## config.mk

```make
export PLATFORM = sky130hd
export DESIGN_NAME = hpi_bus_arbiter
export DESIGN_NICKNAME = d
export VERILOG_FILES = /design/src/rtl/hpi_arb_pkg.sv /design/src/rtl/hpi_rr_grant.sv /design/src/rtl/hpi_bus_arbiter.sv
export SDC_FILE = /design/constraint.sdc
export NUM_CORES = 1
export LEC_CHECK = 0
export CAP_MARGIN = 15
export CORE_MARGIN = 5
export CORE_UTILIZATION = 38
export DETAILED_ROUTE_END_ITERATION = 12
export PLACE_DENSITY_LB_ADDON = 0.05
export SLEW_MARGIN = 20
export SYNTH_ARGS = -nofsm -noshare
export SYNTH_HDL_FRONTEND = slang
export SYNTH_HIERARCHICAL = 1
export SYNTH_SLANG_ARGS = --single-unit
export TNS_END_PERCENT = 20
```

## constraint.sdc

```tcl
create_clock -name Clk -period 1.59 [get_ports Clk]
set_input_delay 0.2385 -clock Clk [delete_from_list [all_inputs] [get_ports Clk]]
set_output_delay 0.2385 -clock Clk [all_outputs]
set_load 0.01 [all_outputs]
```

## src/rtl/hpi_arb_pkg.sv

```systemverilog
// Shared types and timing defaults for the HPI bus arbiter.
// Imported by the arbiter top and its testbench-facing users.
package hpi_arb_pkg;

    typedef enum logic [2:0] {
        ST_IDLE,
        ST_SETUP,
        ST_STROBE,
        ST_HOLD,
        ST_ACK
    } hpi_arb_state_t;

    localparam int DEF_STROBE_CYC = 4;
    localparam int DEF_HOLD_CYC   = 2;

    localparam logic OWN_A = 1'b0;
    localparam logic OWN_B = 1'b1;

    function automatic logic [3:0] cnt_init(input int cyc);
        return 4'(cyc - 1);
    endfunction

endpackage

```

## src/rtl/hpi_rr_grant.sv

```systemverilog
// Two-way round-robin grant: a tie goes to the requester not served last.
// Bit 0 is requester A, bit 1 is requester B; last = 1 means B was served last.
module hpi_rr_grant (
    input  logic [1:0] req,
    input  logic       last,
    output logic [1:0] gnt
);

    always_comb begin
        gnt = 2'b00;
        unique case (req)
            2'b01:   gnt = 2'b01;
            2'b10:   gnt = 2'b10;
            2'b11:   gnt = last ? 2'b01 : 2'b10;
            default: gnt = 2'b00;
        endcase
    end

endmodule

```

## src/rtl/hpi_bus_arbiter.sv

```systemverilog
// Arbitrates two requesters onto one HPI port and sequences the pin timing:
// SETUP, STROBE_CYC strobe cycles, HOLD_CYC hold cycles, then an ack pulse.
module hpi_bus_arbiter
    import hpi_arb_pkg::*;
#(
    parameter int STROBE_CYC = DEF_STROBE_CYC,
    parameter int HOLD_CYC   = DEF_HOLD_CYC
) (
    input  logic        Clk,
    input  logic        Reset,
    input  logic        a_req,
    input  logic        a_we,
    input  logic [1:0]  a_addr,
    input  logic [15:0] a_wdata,
    input  logic        b_req,
    input  logic        b_we,
    input  logic [1:0]  b_addr,
    input  logic [15:0] b_wdata,
    output logic        a_ack,
    output logic        b_ack,
    output logic [15:0] rdata,
    output logic        busy,
    output logic [1:0]  otg_addr,
    output logic        otg_cs_n,
    output logic        otg_rd_n,
    output logic        otg_wr_n,
    output logic [15:0] otg_dout,
    output logic        otg_oe,
    input  logic [15:0] otg_din
);

    localparam logic [3:0] STRB_INIT = cnt_init(STROBE_CYC);
    localparam logic [3:0] HOLD_INIT = cnt_init(HOLD_CYC);

    hpi_arb_state_t state, state_nxt;
    logic [3:0]  cnt, cnt_nxt;
    logic [1:0]  gnt;
    logic        start;
    logic        last_gnt;
    logic        lat_own;
    logic        lat_we;
    logic [1:0]  lat_addr;
    logic [15:0] lat_wdata;
    logic        active;
    logic        rd_last;

    hpi_rr_grant u_grant (
        .req  ({b_req, a_req}),
        .last (last_gnt),
        .gnt  (gnt)
    );

    assign start   = (state == ST_IDLE) && (|gnt);
    assign rd_last = (state == ST_STROBE) && (cnt == 4'd0) && !lat_we;

    always_comb begin
        state_nxt = state;
        cnt_nxt   = cnt;
        unique case (state)
            ST_IDLE: begin
                if (start)
                    state_nxt = ST_SETUP;
            end
            ST_SETUP: begin
                state_nxt = ST_STROBE;
                cnt_nxt   = STRB_INIT;
            end
            ST_STROBE: begin
                if (cnt == 4'd0) begin
                    state_nxt = ST_HOLD;
                    cnt_nxt   = HOLD_INIT;
                end else begin
                    cnt_nxt = cnt - 4'd1;
                end
            end
            ST_HOLD: begin
                if (cnt == 4'd0)
                    state_nxt = ST_ACK;
                else
                    cnt_nxt = cnt - 4'd1;
            end
            ST_ACK: begin
                state_nxt = ST_IDLE;
            end
            default: begin
                state_nxt = ST_IDLE;
                cnt_nxt   = 4'd0;
            end
        endcase
    end

    always_ff @(posedge Clk) begin
        if (Reset) begin
            state     <= ST_IDLE;
            cnt       <= 4'd0;
            last_gnt  <= OWN_B;
            lat_own   <= OWN_A;
            lat_we    <= 1'b0;
            lat_addr  <= 2'd0;
            lat_wdata <= 16'd0;
            rdata     <= 16'd0;
        end else begin
            state <= state_nxt;
            cnt   <= cnt_nxt;
            if (start) begin
                last_gnt  <= gnt[1];
                lat_own   <= gnt[1];
                lat_we    <= gnt[1] ? b_we    : a_we;
                lat_addr  <= gnt[1] ? b_addr  : a_addr;
                lat_wdata <= gnt[1] ? b_wdata : a_wdata;
            end
            if (rd_last)
                rdata <= otg_din;
        end
    end

    // Pin controls decode straight from state so reset releases them at once.
    assign active   = (state == ST_SETUP) || (state == ST_STROBE) ||
                      (state == ST_HOLD);
    assign busy     = (state != ST_IDLE);
    assign otg_cs_n = !active;
    assign otg_addr = active ? lat_addr : 2'd0;
    assign otg_rd_n = !((state == ST_STROBE) && !lat_we);
    assign otg_wr_n = !((state == ST_STROBE) && lat_we);
    assign otg_oe   = active && lat_we;
    assign otg_dout = otg_oe ? lat_wdata : 16'd0;
    assign a_ack    = (state == ST_ACK) && (lat_own == OWN_A);
    assign b_ack    = (state == ST_ACK) && (lat_own == OWN_B);

endmodule

```

==> impl_metrics.json, run 1 <==
{
  "cp.arrival_ns": 1.57,
  "tightest_slew_ns": 0.4277,
  "slew_viol_final": 0,
  "h-tree-depth": 2,
  "first_pass_iters": 4,
  "violations": "setup timing",
  "wl_per_cell_um": 14.71,
  "layout.cells.non_filler": 444,
  "antenna_found_initial": 0,
  "postSynthAreaPerCell_um2": 8.919,
  "ys_ff_latch": 44,
  "ir_drop_mv": 0.7156,
  "num_vias": 2232,
  "clkTransAtPathRegs_ns": 0.08,
  "cp-end-kind": "primary output",
  "port_buffers": 98,
  "start_kind": "flip-flop",
  "yosys-top-cells-count": "dfxtp_1, a21oi_1, mux2i_1, nand3_1, and2_1",
  "grt_max_degree": 21,
  "start_util_pct": 39.60,
  "max_slew_margin_pct": 71.49,
  "ctsHoldBuffers": 0,
  "die-area_um2": 7474,
  "netlist-cell-type-count": 43,
  "cts.sinks": 44,
  "pin_count": 99,
  "clk_latency_ns": 0.30,
  "final_nets": 431,
  "ant_nets": 0,
  "wl_mm": 6.532,
  "status": "finished with violations",
  "synth_ff_type": "dfxtp_1",
  "synth.area.top_cells": "dfxtp_1, mux2i_1, a21oi_1",
  "seq_area_frac_synth_pct": 39.66,
  "yosysMostFrequentCell": "dfxtp_1",
  "yosys.area.top_type_share_pct": 39.66,
  "dp_hpwl_mm": 4.635,
  "drv_cap": 0,
  "fin_crit_sh_pct": 113.6,
  "place_inst": 426,
  "fmax_mhz": 553.8,
  "die_h_um": 86.45,
  "grt_first_pass_wirelength_mm": 10.43,
  "die_x_um": 86.45,
  "drc": 0,
  "regArea_um2": 883.3,
  "synth_area_um2": 2221,
  "grt-ovfl-total": 0,
  "clockRootBuffer": "clkbuf_8",
  "crit_fanout": 3,
  "yosysTopAreaCell": "dfxtp_1",
  "synth_edf_count": 0,
  "pre_cts_slack_ns": -0.2219,
  "skew_ns": 0.002867,
  "drive_gt1_share_pct": 28.49,
  "fin_ws_ns": -0.2158,
  "num_antenna_cells": 0,
  "powerDensity_nw_per_um2": 1223,
  "setup_viol": 20,
  "syn2layout_area_growth_pct": 63.94,
  "grt_use_total_pct": 17.17,
  "syn_inst": 249,
  "place.gp.congestion": 0.7832,
  "syn_nets": 309,
  "rows": 27,
  "tritoncts": "done",
  "min_path_type": "input port to flip-flop",
  "layout_min_cycle_time_ns": 1.806,
  "crit_required_ns": 1.35,
  "numCtsBuffers": 5,
  "grt_pass1_vias": 2250,
  "crit_type": "flip-flop to primary output",
  "vias_per_cell": 5.027,
  "drt_iter0_drc": 64,
  "hold_violations": 0,
  "rsz0062_at_grt": "yes",
  "yosys_warnings": 6,
  "clock_path_buffers": 2,
  "fillers": 538,
  "synthArstFlopShare_pct": 0,
  "multi_input_area_um2": 1245,
  "core_um2": 5608,
  "p_leak_nw": 1.434
}
## flip-flops by register name, summed over array words and instances, names as in the netlist
| name | flops |
|---|---|
| last_gnt | 1 |
| state | 3 |
| cnt | 4 |
| lat_addr | 2 |
| lat_own | 1 |
| rdata | 16 |
| lat_we | 1 |
| lat_wdata | 16 |
## metrics by stage
step                cell area (um^2)  setup TNS, ns  hold WS (ns)  util [%]  total power [mW]
detailed placement              3440         -5.059        0.4721     61.33             3.544
global route                    3641         -3.654        0.4017     64.93             4.744
floorplan                       2221              0        0.3862         -             2.641
global placement                3440         -4.178        0.4648     61.33             3.529
finish                          3641         -1.940        0.3544     64.93             4.454
CTS                             3552         -1.950        0.3514     63.34             4.342
## cell families (layout without fill, tap and decap cells)
| kind of cell | count (synthesis) | after routing | synth area share, % |
|---|---|---|---|
| buffers and inverters | 32 | 155 | 6.817 |
| AO/OA/AOI/OAI | 86 | 86 | 25.24 |
| adder cells (fa/ha/maj) | 2 | 2 | 1.127 |
| flip-flops | 44 | 44 | 39.66 |
| multiplexers | 19 | 19 | 8.563 |
| AND/OR/NAND/NOR | 66 | 66 | 18.59 |
## cell type report
class | count | share of cell area, %
repair buffers | 139 | 35.70
multi-input cells | 173 | 34.19
flip-flops and latches | 44 | 24.26
well taps | 72 | 2.474
clock buffers | 6 | 2.268
inverters | 8 | 0.8247
clock inverters | 2 | 0.2749
## worst max-delay path, stage by stage (launching register included)
cell and delay (ns):
dfxtp_2 0.36, nor2_4 0.05, nor3b_2 0.18, buf_4 0.16, buf_6 0.10, buf_6 0.09
buf_6 0.10, and2_4 0.13, buf_6 0.10
## layer usage
layer / vias up / track usage (%) / part of all wire (%)
met1: 1003 / 21.05 / 44
li1: 1147 / - / -
met4: 0 / 4.674 / 1.1
met3: 8 / 4.753 / 7.6
met5: - / 0 / 0
met2: 74 / 29.42 / 47
## final timing paths
check	slack [ns]	cells after the start	endpoint	start
worst max-delay path	-0.22	8	otg_dout[15]	state[0]$_SDFFE_PP0P_
worst max register to register	0.05	6	state[0]$_SDFFE_PP0P_	cnt[0]$_SDFFE_PP0P_
worst min-delay path	0.35	2	lat_own$_SDFFE_PP0P_	Reset
worst min register to register	0.48	2	rdata[9]$_SDFFE_PP0P_	rdata[9]$_SDFFE_PP0P_
## where the power goes
group / switching (mW) / internal [mW]
Combinational: 1.11 / 1.15
Clock: 0.384 / 0.347
Sequential: 0.134 / 1.33
Total: 1.63 / 2.83
## placed cells by master, fill, tap and decap left out, types with 2 or more instances in the layout
cell type / instances
nor4_1: 2
clkdlybuf4s50_1: 72
a211oi_2: 11
mux2i_1: 19
clkinv_2: 2
buf_12: 3
dfxtp_1: 42
ha_1: 2
nor3_1: 3
nand2_1: 4
dfxtp_2: 2
nor2_1: 4
a211oi_1: 8
a21boi_0: 2
inv_1: 6
clkbuf_8: 6
inv_2: 2
buf_6: 18
dlygate4sd2_1: 2
a21oi_1: 37
and2_1: 9
o21ai_0: 3
buf_4: 29
and2_4: 8
o21ai_1: 16
buf_2: 14
nand3_1: 19
## timing repair
item / CTS / global route
endpoints found under the setup margin: 26 / 50
gates cloned: 2 / 0
setup buffers: 7 / 1
endpoints found under the hold margin: 0 / 0
gates resized for setup: 113 / 20
pin swaps: 11 / 2
No activity file was read; power rests on OpenSTA's default activity.
==> run 2, diff against run 1 <==
- SLEW_MARGIN: 20 -> default
==> results of run 2 <==
Final layout, timing and power as in run 1 (identical DEF).
==> run 3, diff against run 2 <==
- SKIP_LAST_GASP: default -> 1
==> run 3 against run 2 <==
The flow still finishes with violations (setup timing). Via count decreased by 0.22%. Flip-flop and latch count unchanged. Clock-buffer cell count unchanged. Fmax increased by 0.47%. Sequential power about the same. Total power decreased by 2.7%. Clock skew about the same. Critical path type unchanged.
==> impl_metrics.json, run 3 (synthesis results as in run 1) <==
{
  "clockRootBuffer": "clkbuf_8",
  "finalPower_mw": 4.333,
  "drv_cap": 0,
  "p_leak_nw": 1.432,
  "setup_viol": 24,
  "tightest_slew_ns": 0.4203,
  "startpoint": "state[0]$_SDFFE_PP0P_",
  "place.gp.congestion": 0.7832,
  "fillers": 547,
  "crit_type": "flip-flop to primary output",
  "status": "finished with violations",
  "rows": 27,
  "num_antenna_cells": 0,
  "slew_viol_final": 0,
  "cp-end-kind": "primary output",
  "final_nets": 430,
  "cts.sinks": 44,
  "drc": 0,
  "clock_path_buffers": 2,
  "drt_iter0_drc": 68,
  "vias_per_cell": 5.027,
  "syn2layout_area_growth_pct": 62.37,
  "grt_first_pass_wirelength_mm": 10.46,
  "cp_num_buf_inv": 5,
  "crit_required_ns": 1.35,
  "cp_top_family": "buffers and inverters",
  "wl_mm": 6.437,
  "cpMostUsedCell": "buf_6",
  "wl_per_cell_um": 14.53,
  "fmax_mhz": 556.4,
  "cp.arrival_ns": 1.56,
  "die_x_um": 86.45,
  "port_buffers": 98,
  "crit_fanout": 3,
  "crit_chain": "nor2_4 > nor3b_2 > buf_4 > buf_6 > buf_6 > buf_6 > and2_4 > buf_6",
  "hold_violations": 0,
  "layout_commonest_cell": "clkdlybuf4s50_1",
  "num_vias": 2227,
  "tritoncts": "done",
  "grt_pass1_vias": 2258,
  "clk_latency_ns": 0.30,
  "dp_hpwl_mm": 4.635,
  "violations": "setup timing",
  "worstHoldStart": "Reset",
  "pre_cts_slack_ns": -0.2219,
  "pin_count": 99,
  "skew_ns": 0.002485,
  "die-area_um2": 7474,
  "start_kind": "flip-flop",
  "min_path_type": "input port to flip-flop",
  "clkTransAtPathRegs_ns": 0.08,
  "powerDensity_nw_per_um2": 1202,
  "h-tree-depth": 2,
  "layout_min_cycle_time_ns": 1.797,
  "numCtsBuffers": 5,
  "ir_drop_mv": 0.7087,
  "antenna_found_initial": 0,
  "rr_startpoint": "state[2]$_SDFFE_PP0P_",
  "max_slew_margin_pct": 71.98,
  "die_h_um": 86.45,
  "drive_gt1_share_pct": 25.07,
  "rsz0062_at_grt": "yes",
  "slowest_delay_ns": 0.36,
  "layout_common_cells": "clkdlybuf4s50_1, dfxtp_1, a21oi_1, buf_4",
  "first_pass_iters": 4,
  "ant_nets": 0,
  "start_util_pct": 39.60,
  "reg.largest.list": "lat_wdata (16), rdata (16), cnt (4)",
  "fin_crit_sh_pct": 113.0,
  "fin_ws_ns": -0.2073,
  "grt-ovfl-total": 0,
  "crit_slowest_cell": "dfxtp_2",
  "grt_max_degree": 21,
  "core_um2": 5608,
  "grt_use_total_pct": 17.23
}
==> run 3: changes by cell type in the layout (fill, tap and decap cells not counted), sizes merged <==
cell	previous run	this run
buf	64	55
dlygate4sd2	2	11
clkdlybuf4s15	1	0
==> run 3: timing repair <==
| action | CTS | global route |
|---|---|---|
| setup endpoints to repair | 26 | 53 |
| cloned | 2 | 0 |
| gates resized for setup | 81 | 13 |
| pin swaps | 9 | 3 |
| hold buffers | 0 | 0 |
| buffers inserted | 7 | 0 |
==> run 3: where the power goes <==
part	internal, mW	switching (mW)
combinational	1.06	1.08
sequential	1.33	0.130
clock	0.347	0.387
total	2.74	1.59
==> run 3: final timing paths <==
path	cells after the start	endpoint	slack (ns)
worst max-delay path	8	otg_dout[15]	-0.21
worst min-delay path	2	lat_own$_SDFFE_PP0P_	0.35
worst max register to register	7	lat_wdata[8]$_SDFFE_PP0P_	0
worst min register to register	2	rdata[9]$_SDFFE_PP0P_	0.48
==> run 3: area by class of cell <==
class / instances / area [um^2] / share of cell area (%)
Timing Repair Buffer: 138 / 1290 / 35.77
Multi-Input combinational cell: 173 / 1220 / 33.83
Sequential cell: 44 / 883.3 / 24.50
Tap cell: 72 / 90.09 / 2.498
Clock buffer: 6 / 82.58 / 2.290
Inverter: 8 / 30.03 / 0.8328
Clock inverter: 2 / 10.01 / 0.2776
==> run 3: stage by stage <==
step                hold slack [ns]  TNS [ns]  util, %  cells  instance area [um^2]
floorplan                    0.3862         0        -    249                  2221
global placement             0.4648    -4.178    61.33    426                  3440
detailed placement           0.4721    -5.059    61.33    426                  3440
CTS                          0.3514    -3.208    63.97    443                  3587
global route                 0.3975    -6.063    64.30    443                  3606
finish                       0.3490    -2.769    64.30    443                  3606
==> run 3: layer usage <==
metal  up-vias  share of wire, %  GRT usage [%]
met3         8               7.6          4.753
li1       1145                 -              -
met4         0               1.1          4.674
met5         -                 0              0
met2        76                47          29.21
met1       998                45          21.40
